--- src/rtl/kat_adc_pkg.sv ---
// Shared definitions for the KAT ADC sync aligner.
//   align_state_t : sync search / lock FSM states
//   slot_w()      : width of a slot index for a given samples-per-clock count
//   slot_lsb()    : bit offset of (channel, slot) inside a packed sample word
package kat_adc_pkg;

    typedef enum logic [1:0] {
        ST_IDLE   = 2'd0,
        ST_SEARCH = 2'd1,
        ST_CHECK  = 2'd2,
        ST_LOCKED = 2'd3
    } align_state_t;

    function automatic int slot_w(input int nspc);
        return (nspc > 1) ? $clog2(nspc) : 1;
    endfunction

    function automatic int slot_lsb(input int ch, input int slot, input int nspc, input int width);
        return (ch * nspc + slot) * width;
    endfunction

endpackage

--- src/rtl/kat_adc_slot_rotator.sv ---
// Combinational slot rotator for one channel.
// Treats {cur, prev} as a 2*NSPC sample stream (prev first, oldest sample
// lowest) and returns the NSPC-sample window starting at slot k of prev.
//   cur     : newest word of the channel
//   prev    : previous valid word of the channel
//   k       : latched sync slot
//   aligned : window with prev[k] in slot 0
module kat_adc_slot_rotator
    import kat_adc_pkg::*;
#(
    parameter int NSPC  = 4,
    parameter int WIDTH = 8
) (
    input  logic [NSPC*WIDTH-1:0]   cur,
    input  logic [NSPC*WIDTH-1:0]   prev,
    input  logic [slot_w(NSPC)-1:0] k,
    output logic [NSPC*WIDTH-1:0]   aligned
);

    always_comb begin
        // NOTE: every always_comb output gets a default first so no path can infer a latch.
        aligned = '0;
        for (int j = 0; j < NSPC; j++) begin
            if (int'(k) + j < NSPC) begin
                aligned[slot_lsb(0, j, NSPC, WIDTH) +: WIDTH] =
                    prev[slot_lsb(0, int'(k) + j, NSPC, WIDTH) +: WIDTH];
            end else begin
                aligned[slot_lsb(0, j, NSPC, WIDTH) +: WIDTH] =
                    cur[slot_lsb(0, int'(k) + j - NSPC, NSPC, WIDTH) +: WIDTH];
            end
        end
    end

endmodule

--- src/rtl/kat_adc_sync_aligner.sv ---
// KAT ADC capture stage: realigns NCH x NSPC samples per clock so the ADC
// sync sample lands in slot 0, checks the sync is periodic (lock / sticky
// error), and keeps saturating per-channel overrange counts.
//   ctrl_clk_in, ctrl_reset_n : clock, async active-low reset
//   in_data/in_sync/in_overrange/in_valid : deserialiser word and flags
//   arm         : pulse, (re)starts the sync search and clears align_err
//   sync_period : expected sync spacing in valid words
//   ovr_clear   : synchronous clear of the overrange counters
//   user_data/user_sync/user_data_valid : realigned output word
//   locked, align_err, sync_slot        : alignment status
//   ovr_count   : per-channel saturating overrange counts
module kat_adc_sync_aligner
    import kat_adc_pkg::*;
#(
    parameter int NCH       = 2,
    parameter int NSPC      = 4,
    parameter int WIDTH     = 8,
    parameter int LOCK_HITS = 4,
    parameter int OVR_W     = 16
) (
    input  logic                        ctrl_clk_in,
    input  logic                        ctrl_reset_n,
    input  logic [NCH*NSPC*WIDTH-1:0]   in_data,
    input  logic [NSPC-1:0]             in_sync,
    input  logic [NCH-1:0]              in_overrange,
    input  logic                        in_valid,
    input  logic                        arm,
    input  logic [31:0]                 sync_period,
    input  logic                        ovr_clear,
    output logic [NCH*NSPC*WIDTH-1:0]   user_data,
    output logic                        user_sync,
    output logic                        user_data_valid,
    output logic                        locked,
    output logic                        align_err,
    output logic [slot_w(NSPC)-1:0]     sync_slot,
    output logic [NCH*OVR_W-1:0]        ovr_count
);

    localparam int SPW = NSPC * WIDTH;
    localparam int DW  = NCH * SPW;
    localparam int KW  = slot_w(NSPC);

    align_state_t    state, state_n;
    logic [KW-1:0]   k, k_n;
    logic [31:0]     cnt, cnt_n;     // valid words since the last accepted sync
    logic [31:0]     hits, hits_n;
    logic            err, err_n;
    logic            tag;            // this word is a matched sync word

    logic [DW-1:0]   prev;
    logic            prev_ok;
    logic            prev_tag;
    logic [DW-1:0]   aligned;

    logic [KW-1:0]   first_slot;
    logic [NSPC-1:0] k_onehot;

    // Lowest set sync bit; search downwards so the lowest index wins.
    always_comb begin
        first_slot = '0;
        for (int s = NSPC - 1; s >= 0; s--) begin
            if (in_sync[s]) first_slot = KW'(s);
        end
    end

    always_comb begin
        k_onehot    = '0;
        k_onehot[k] = 1'b1;
    end

    // Next-state logic. arm is tested first so it beats a simultaneous mismatch.
    always_comb begin
        state_n = state;
        k_n     = k;
        cnt_n   = cnt;
        hits_n  = hits;
        err_n   = err;
        tag     = 1'b0;
        if (arm) begin
            state_n = ST_SEARCH;
            hits_n  = '0;
            err_n   = 1'b0;
        end else if (in_valid) begin
            unique case (state)
                ST_IDLE: begin
                end
                ST_SEARCH: begin
                    if (|in_sync) begin
                        k_n     = first_slot;
                        cnt_n   = 32'd1;
                        hits_n  = '0;
                        tag     = 1'b1;
                        state_n = ST_CHECK;
                    end
                end
                ST_CHECK, ST_LOCKED: begin
                    if (cnt == sync_period) begin
                        if (in_sync == k_onehot) begin
                            tag   = 1'b1;
                            cnt_n = 32'd1;
                            if (state == ST_CHECK) begin
                                hits_n = hits + 32'd1;
                                if (hits_n >= 32'(LOCK_HITS)) state_n = ST_LOCKED;
                            end
                        end else begin
                            err_n   = 1'b1;
                            hits_n  = '0;
                            state_n = ST_SEARCH;
                        end
                    end else if (|in_sync) begin
                        err_n   = 1'b1;
                        hits_n  = '0;
                        state_n = ST_SEARCH;
                    end else begin
                        cnt_n = cnt + 32'd1;
                    end
                end
            endcase
        end
    end

    // NOTE: sequential state uses non-blocking assignments so every register samples pre-edge values.
    always_ff @(posedge ctrl_clk_in or negedge ctrl_reset_n) begin
        if (!ctrl_reset_n) begin
            state <= ST_IDLE;
            k     <= '0;
            cnt   <= '0;
            hits  <= '0;
            err   <= 1'b0;
        end else begin
            state <= state_n;
            k     <= k_n;
            cnt   <= cnt_n;
            hits  <= hits_n;
            err   <= err_n;
        end
    end

    for (genvar c = 0; c < NCH; c++) begin : g_rot
        kat_adc_slot_rotator #(
            .NSPC  (NSPC),
            .WIDTH (WIDTH)
        ) u_rot (
            .cur     (in_data[c*SPW +: SPW]),
            .prev    (prev[c*SPW +: SPW]),
            .k       (k),
            .aligned (aligned[c*SPW +: SPW])
        );
    end

    // The sync tag travels with its word into prev, so it is emitted together
    // with the output that places that word's slot k in slot 0.
    always_ff @(posedge ctrl_clk_in or negedge ctrl_reset_n) begin
        if (!ctrl_reset_n) begin
            // NOTE: the prev data register is reset too; it is a single word, not a memory, and a defined value keeps the pipeline deterministic.
            prev            <= '0;
            prev_ok         <= 1'b0;
            prev_tag        <= 1'b0;
            user_data       <= '0;
            user_sync       <= 1'b0;
            user_data_valid <= 1'b0;
        end else begin
            user_data_valid <= in_valid & prev_ok;
            if (in_valid) begin
                prev     <= in_data;
                prev_ok  <= 1'b1;
                prev_tag <= tag;
            end
            if (in_valid && prev_ok) begin
                user_data <= aligned;
                user_sync <= prev_tag;
            end
        end
    end

    for (genvar c = 0; c < NCH; c++) begin : g_ovr
        logic [OVR_W-1:0] ovr_q;

        always_ff @(posedge ctrl_clk_in or negedge ctrl_reset_n) begin
            if (!ctrl_reset_n) begin
                ovr_q <= '0;
            end else if (ovr_clear) begin
                ovr_q <= '0;
            end else if (in_valid && in_overrange[c] && (ovr_q != '1)) begin
                ovr_q <= ovr_q + OVR_W'(1);
            end
        end

        assign ovr_count[c*OVR_W +: OVR_W] = ovr_q;
    end

    assign locked    = (state == ST_LOCKED);
    assign align_err = err;
    assign sync_slot = k;

endmodule

--- config.mk ---
export PLATFORM = sky130hd
export DESIGN_NAME = kat_adc_sync_aligner
export DESIGN_NICKNAME = d
export VERILOG_FILES = /design/src/rtl/kat_adc_pkg.sv /design/src/rtl/kat_adc_slot_rotator.sv /design/src/rtl/kat_adc_sync_aligner.sv
export SDC_FILE = /design/constraint.sdc
export NUM_CORES = 1
export LEC_CHECK = 0
export CORE_MARGIN = 5
export CORE_UTILIZATION = 45
export DETAILED_ROUTE_END_ITERATION = 6
export DONT_BUFFER_PORTS = 1
export SYNTH_ARGS = -nofsm -noshare
export SYNTH_HDL_FRONTEND = slang
export SYNTH_SLANG_ARGS = --single-unit
--- constraint.sdc ---
create_clock -name ctrl_clk_in -period 8.3 [get_ports ctrl_clk_in]
set_clock_uncertainty 0.15 [all_clocks]
set_input_delay 1.66 -clock ctrl_clk_in [delete_from_list [all_inputs] [get_ports ctrl_clk_in]]
set_output_delay 1.66 -clock ctrl_clk_in [all_outputs]
set_load 0.1 [all_outputs]
==> metrics.md <==
| Metric | Value |
|---|---|
| Syn nets | `about 1,400` |
| CTS tree | `built` |
| Multi-input gate area | `a little under 0.007 sq mm` |
| First-iteration detailed-routing DRC count | `approximately 760` |
| Post-route cell area | `0.0144 sq mm` |
| Number of max-cap violations | `0` |
| Class of the worst hold path | `reg -> reg` |
| Setup WS pre-CTS | `3.84 ns` |
| Seq/Total Area, Yosys | `between 40% and 50%` |
| Top achievable clock speed | `253 MHz` |
| Hold_ws | `roughly 0.35 ns` |
| DRT Pass-1 Iters | `4` |
| Sequential Power Share | `54.7%` |
| Clock latency on the worst-skew pair | `around 0.53 ns` |
| Row count | `62` |
| # DRC | `0` |
| Grt total ovfl | `0` |
| IO buf count | `0` |
| Cells after synthesis | `about 1,300` |
| Total Routed Length | `33.6 mm` |
| Sink Count | `roughly 230` |
| Crit Path Max Fanout | `14` |
| Area leader, netlist | `dfrtp_1` |
| Final design utilization | `around half` |
| Syn Std Cell Area | `0.0132 sq mm` |
| Status | `completed` |
| Clk pin slew, worst setup/hold paths | `around 0.06 ns` |
| Peak supply drop | `roughly 0.18 mV` |
| Cell depth of the worst flop-to-flop path | `9` |
| Core ar. | `about 0.029 sq mm` |
| Initial antenna violation count | `0` |
| Final hold vios | `0` |
| WHS Endpoint | `prev[11]$_DFFE_PN0P_` |
| Comb power frac | `between 10% and 20%` |
| Total track usage | `20.0%` |
| Synth Register Bits | `233` |
| Setup bufs post-CTS | `0` |
| Post-route ant nets | `0` |
| Critical Path Source Type | `primary input` |
| Slew Limit Headroom | `23.5%` |
| Cell Pwr Density | `around 310 mW/mm^2` |
| Required @ worst endpoint | `between 8 and 9 ns` |
| Fin Setup TNS | `0 ns` |
| Reg2reg start | `sync_slot[0]$_DFFE_PN0P_` |
| Worst hold stages | `1` |
| Asr flop ratio synth | `between 90% and 100%` |
| Root buffer selected by CTS | `clkbuf_16` |
| Post-synth EDFFs | `0` |
| Io pins | `209` |
| Syn Area/Cell | `about 10 sq um` |
| Filler cells | `between 2,000 and 3,000` |
| Arrival time worst endpoint | `4.25 ns` |
| Vias in the first global route | `9,700` |
| Pins Over Slew Limit | `0` |
| Count leader, synth | `dfrtp_1` |
| Starting Density | `a little under half` |
| Pint | `approximately 2.5 mW` |
| Pin count of the biggest net entering global routing | `between 200 and 250` |
| Synth cell count leaders | `dfrtp_1, nor2_1, o21ai_0` |
| DR vias/cell | `~5.9` |
| DR WL/cell | `approximately 20 microns` |
| Clock power share | `roughly 28%` |
| Period utilisation layout | `a little under half` |
| Setup crit end kind | `flop` |
| Min-delay src | `prev[11]$_DFFE_PN0P_` |
| CTS Hold Bufs | `0` |
| Dpl cells | `1,634` |
| DR vias | `between 10,000 and 15,000` |
| CTS Buf Count | `28` |
| Antenna cells | `0` |
| Register Area | `0.00584 sq mm` |
| Final Instance Count excl. Fillers | `between 1,500 and 2,000` |
| Leak pwr | `between 5 and 6 nW` |
| Largest cells by area after synthesis | `dfrtp_1, mux4_2, mux2_2, o21ai_0, xor2_1` |
| Worst r2r dst | `hits[21]$_DFFE_PN0P_` |
| Synth Flop Type | `dfrtp_1` |
| RSZ-0062 raised after global routing | `no` |
| Hpwl dp | `22.3 mm` |
| Layout area overhead | `9.43%` |
| Worst-margin pin slew | `1.15 ns` |
| First-pass GRT wire length | `55.1 mm` |
| Min Tclk post-route | `approximately 4.0 ns` |
| Post-DP Area | `0.0134 sq mm` |
| Switching share of power | `between 40% and 50%` |
| Htree depth | `1` |
| Die height | `about 180 microns` |
| Final #Nets | `about 1,400` |
| Yosys cell types | `56` |
| PostCTS Resize Cnt | `0` |
| Final Total Pwr | `between 4 and 5 mW` |
| Final setup violation count | `0` |
| Post-synth top area share | `44.3%` |
| Die area | `around 0.033 sq mm` |
| Psw | `just over 2 mW` |
| Final worst setup slack | `roughly 4.3 ns` |
| Clock Path Buffers | `3` |
| R2R Setup Slk | `between 4 and 5 ns` |
| Crit Path Category | `in -> reg` |
| Die W | `between 150 and 200 microns` |
| Layout cells sized above 1 | `15.3%` |
| Ys Warns | `0` |
| Final RePlAce weighted congestion | `about 0.83` |
[registers in the layout, indices dropped and copies added, names as in the netlist]
| name | count |
|---|---|
| prev | 64 |
| user_data | 64 |
| cnt | 32 |
| g_ovr.ovr_q | 32 |
| hits | 32 |
| state | 2 |
| sync_slot | 2 |
| align_err | 1 |
| prev_ok | 1 |
| prev_tag | 1 |
| user_data_valid | 1 |
| user_sync | 1 |
[power groups by stage]
stage                     Clock [mW]  Sequential [mW]  Combinational, mW
after global placement             0             2.48              0.762
after CTS                       1.31             2.47              0.777
after detailed placement           0             2.49              0.774
after floorplan                    0             2.39              0.670
after global routing            1.36             2.49              0.857
final                           1.27             2.46              0.769
[routing by layer]
metal  vias to the layer above  part of all wire (%)  wire length (microns)  global-route usage, %
met5                         -                     0                      0                      0
met4                         0                   2.1                    703                   4.05
met3                        46                   8.0                   2700                   6.39
met2                       250                    46                  15600                   31.8
met1                      5004                    44                  14600                   27.3
li1                       4715                     -                      -                      -
[final cells by class]
cell class                 count  area share, %
multi-input combinational    967           47.8
sequential                   233           40.5
clock buffer                  49           6.32
tap                          384           3.33
inverter                      40           1.04
timing repair buffer          10          0.521
clock inverter                 3          0.452
[how the worst max path moves through the flow]
stage / cells after the start / endpoint / slack, ns / start
finish: 7 / cnt[31]$_DFFE_PN0P_ / 4.35 / sync_period[17]
global route: 9 / hits[21]$_DFFE_PN0P_ / 4.08 / sync_slot[0]$_DFFE_PN0P_
CTS: 7 / cnt[31]$_DFFE_PN0P_ / 4.39 / sync_period[17]
detailed placement: 7 / cnt[31]$_DFFE_PN0P_ / 3.84 / sync_period[17]
global placement: 6 / cnt[25]$_DFFE_PN0P_ / 3.89 / in_sync[1]
floorplan: 14 / cnt[11]$_DFFE_PN0P_ / 3.96 / sync_slot[0]$_DFFE_PN0P_
[critical path, cell delays in order]
cell	delay, ns
xor2_1	0.15
nor4_2	0.35
and4_1	0.37
a21oi_1	0.35
nor3_1	0.97
o21ai_0	0.22
a21oi_1	0.18
[layout by cell type (no fill, tap or decap), drive strengths merged, types with 41 or more instances in the layout]
cell type,n
nand3,41
clkbuf,49
dfrtp,233
a21oi,71
nand2,99
mux2,83
nor2,140
xor2,66
mux4,48
o21ai,134
[logic make-up (layout without fill, tap and decap cells)]
family	count (synthesis)	in the layout	share of synthesized area, %
AO/OA/AOI/OAI	271	271	11.8
XOR/XNOR	85	85	5.65
adder cells (fa/ha/maj)	8	8	0.760
buffers and inverters	123	102	3.59
flip-flops	233	233	44.3
multiplexers	153	153	17.0
AND/OR/NAND/NOR	450	450	16.9
No activity file was read; power rests on OpenSTA's default activity.
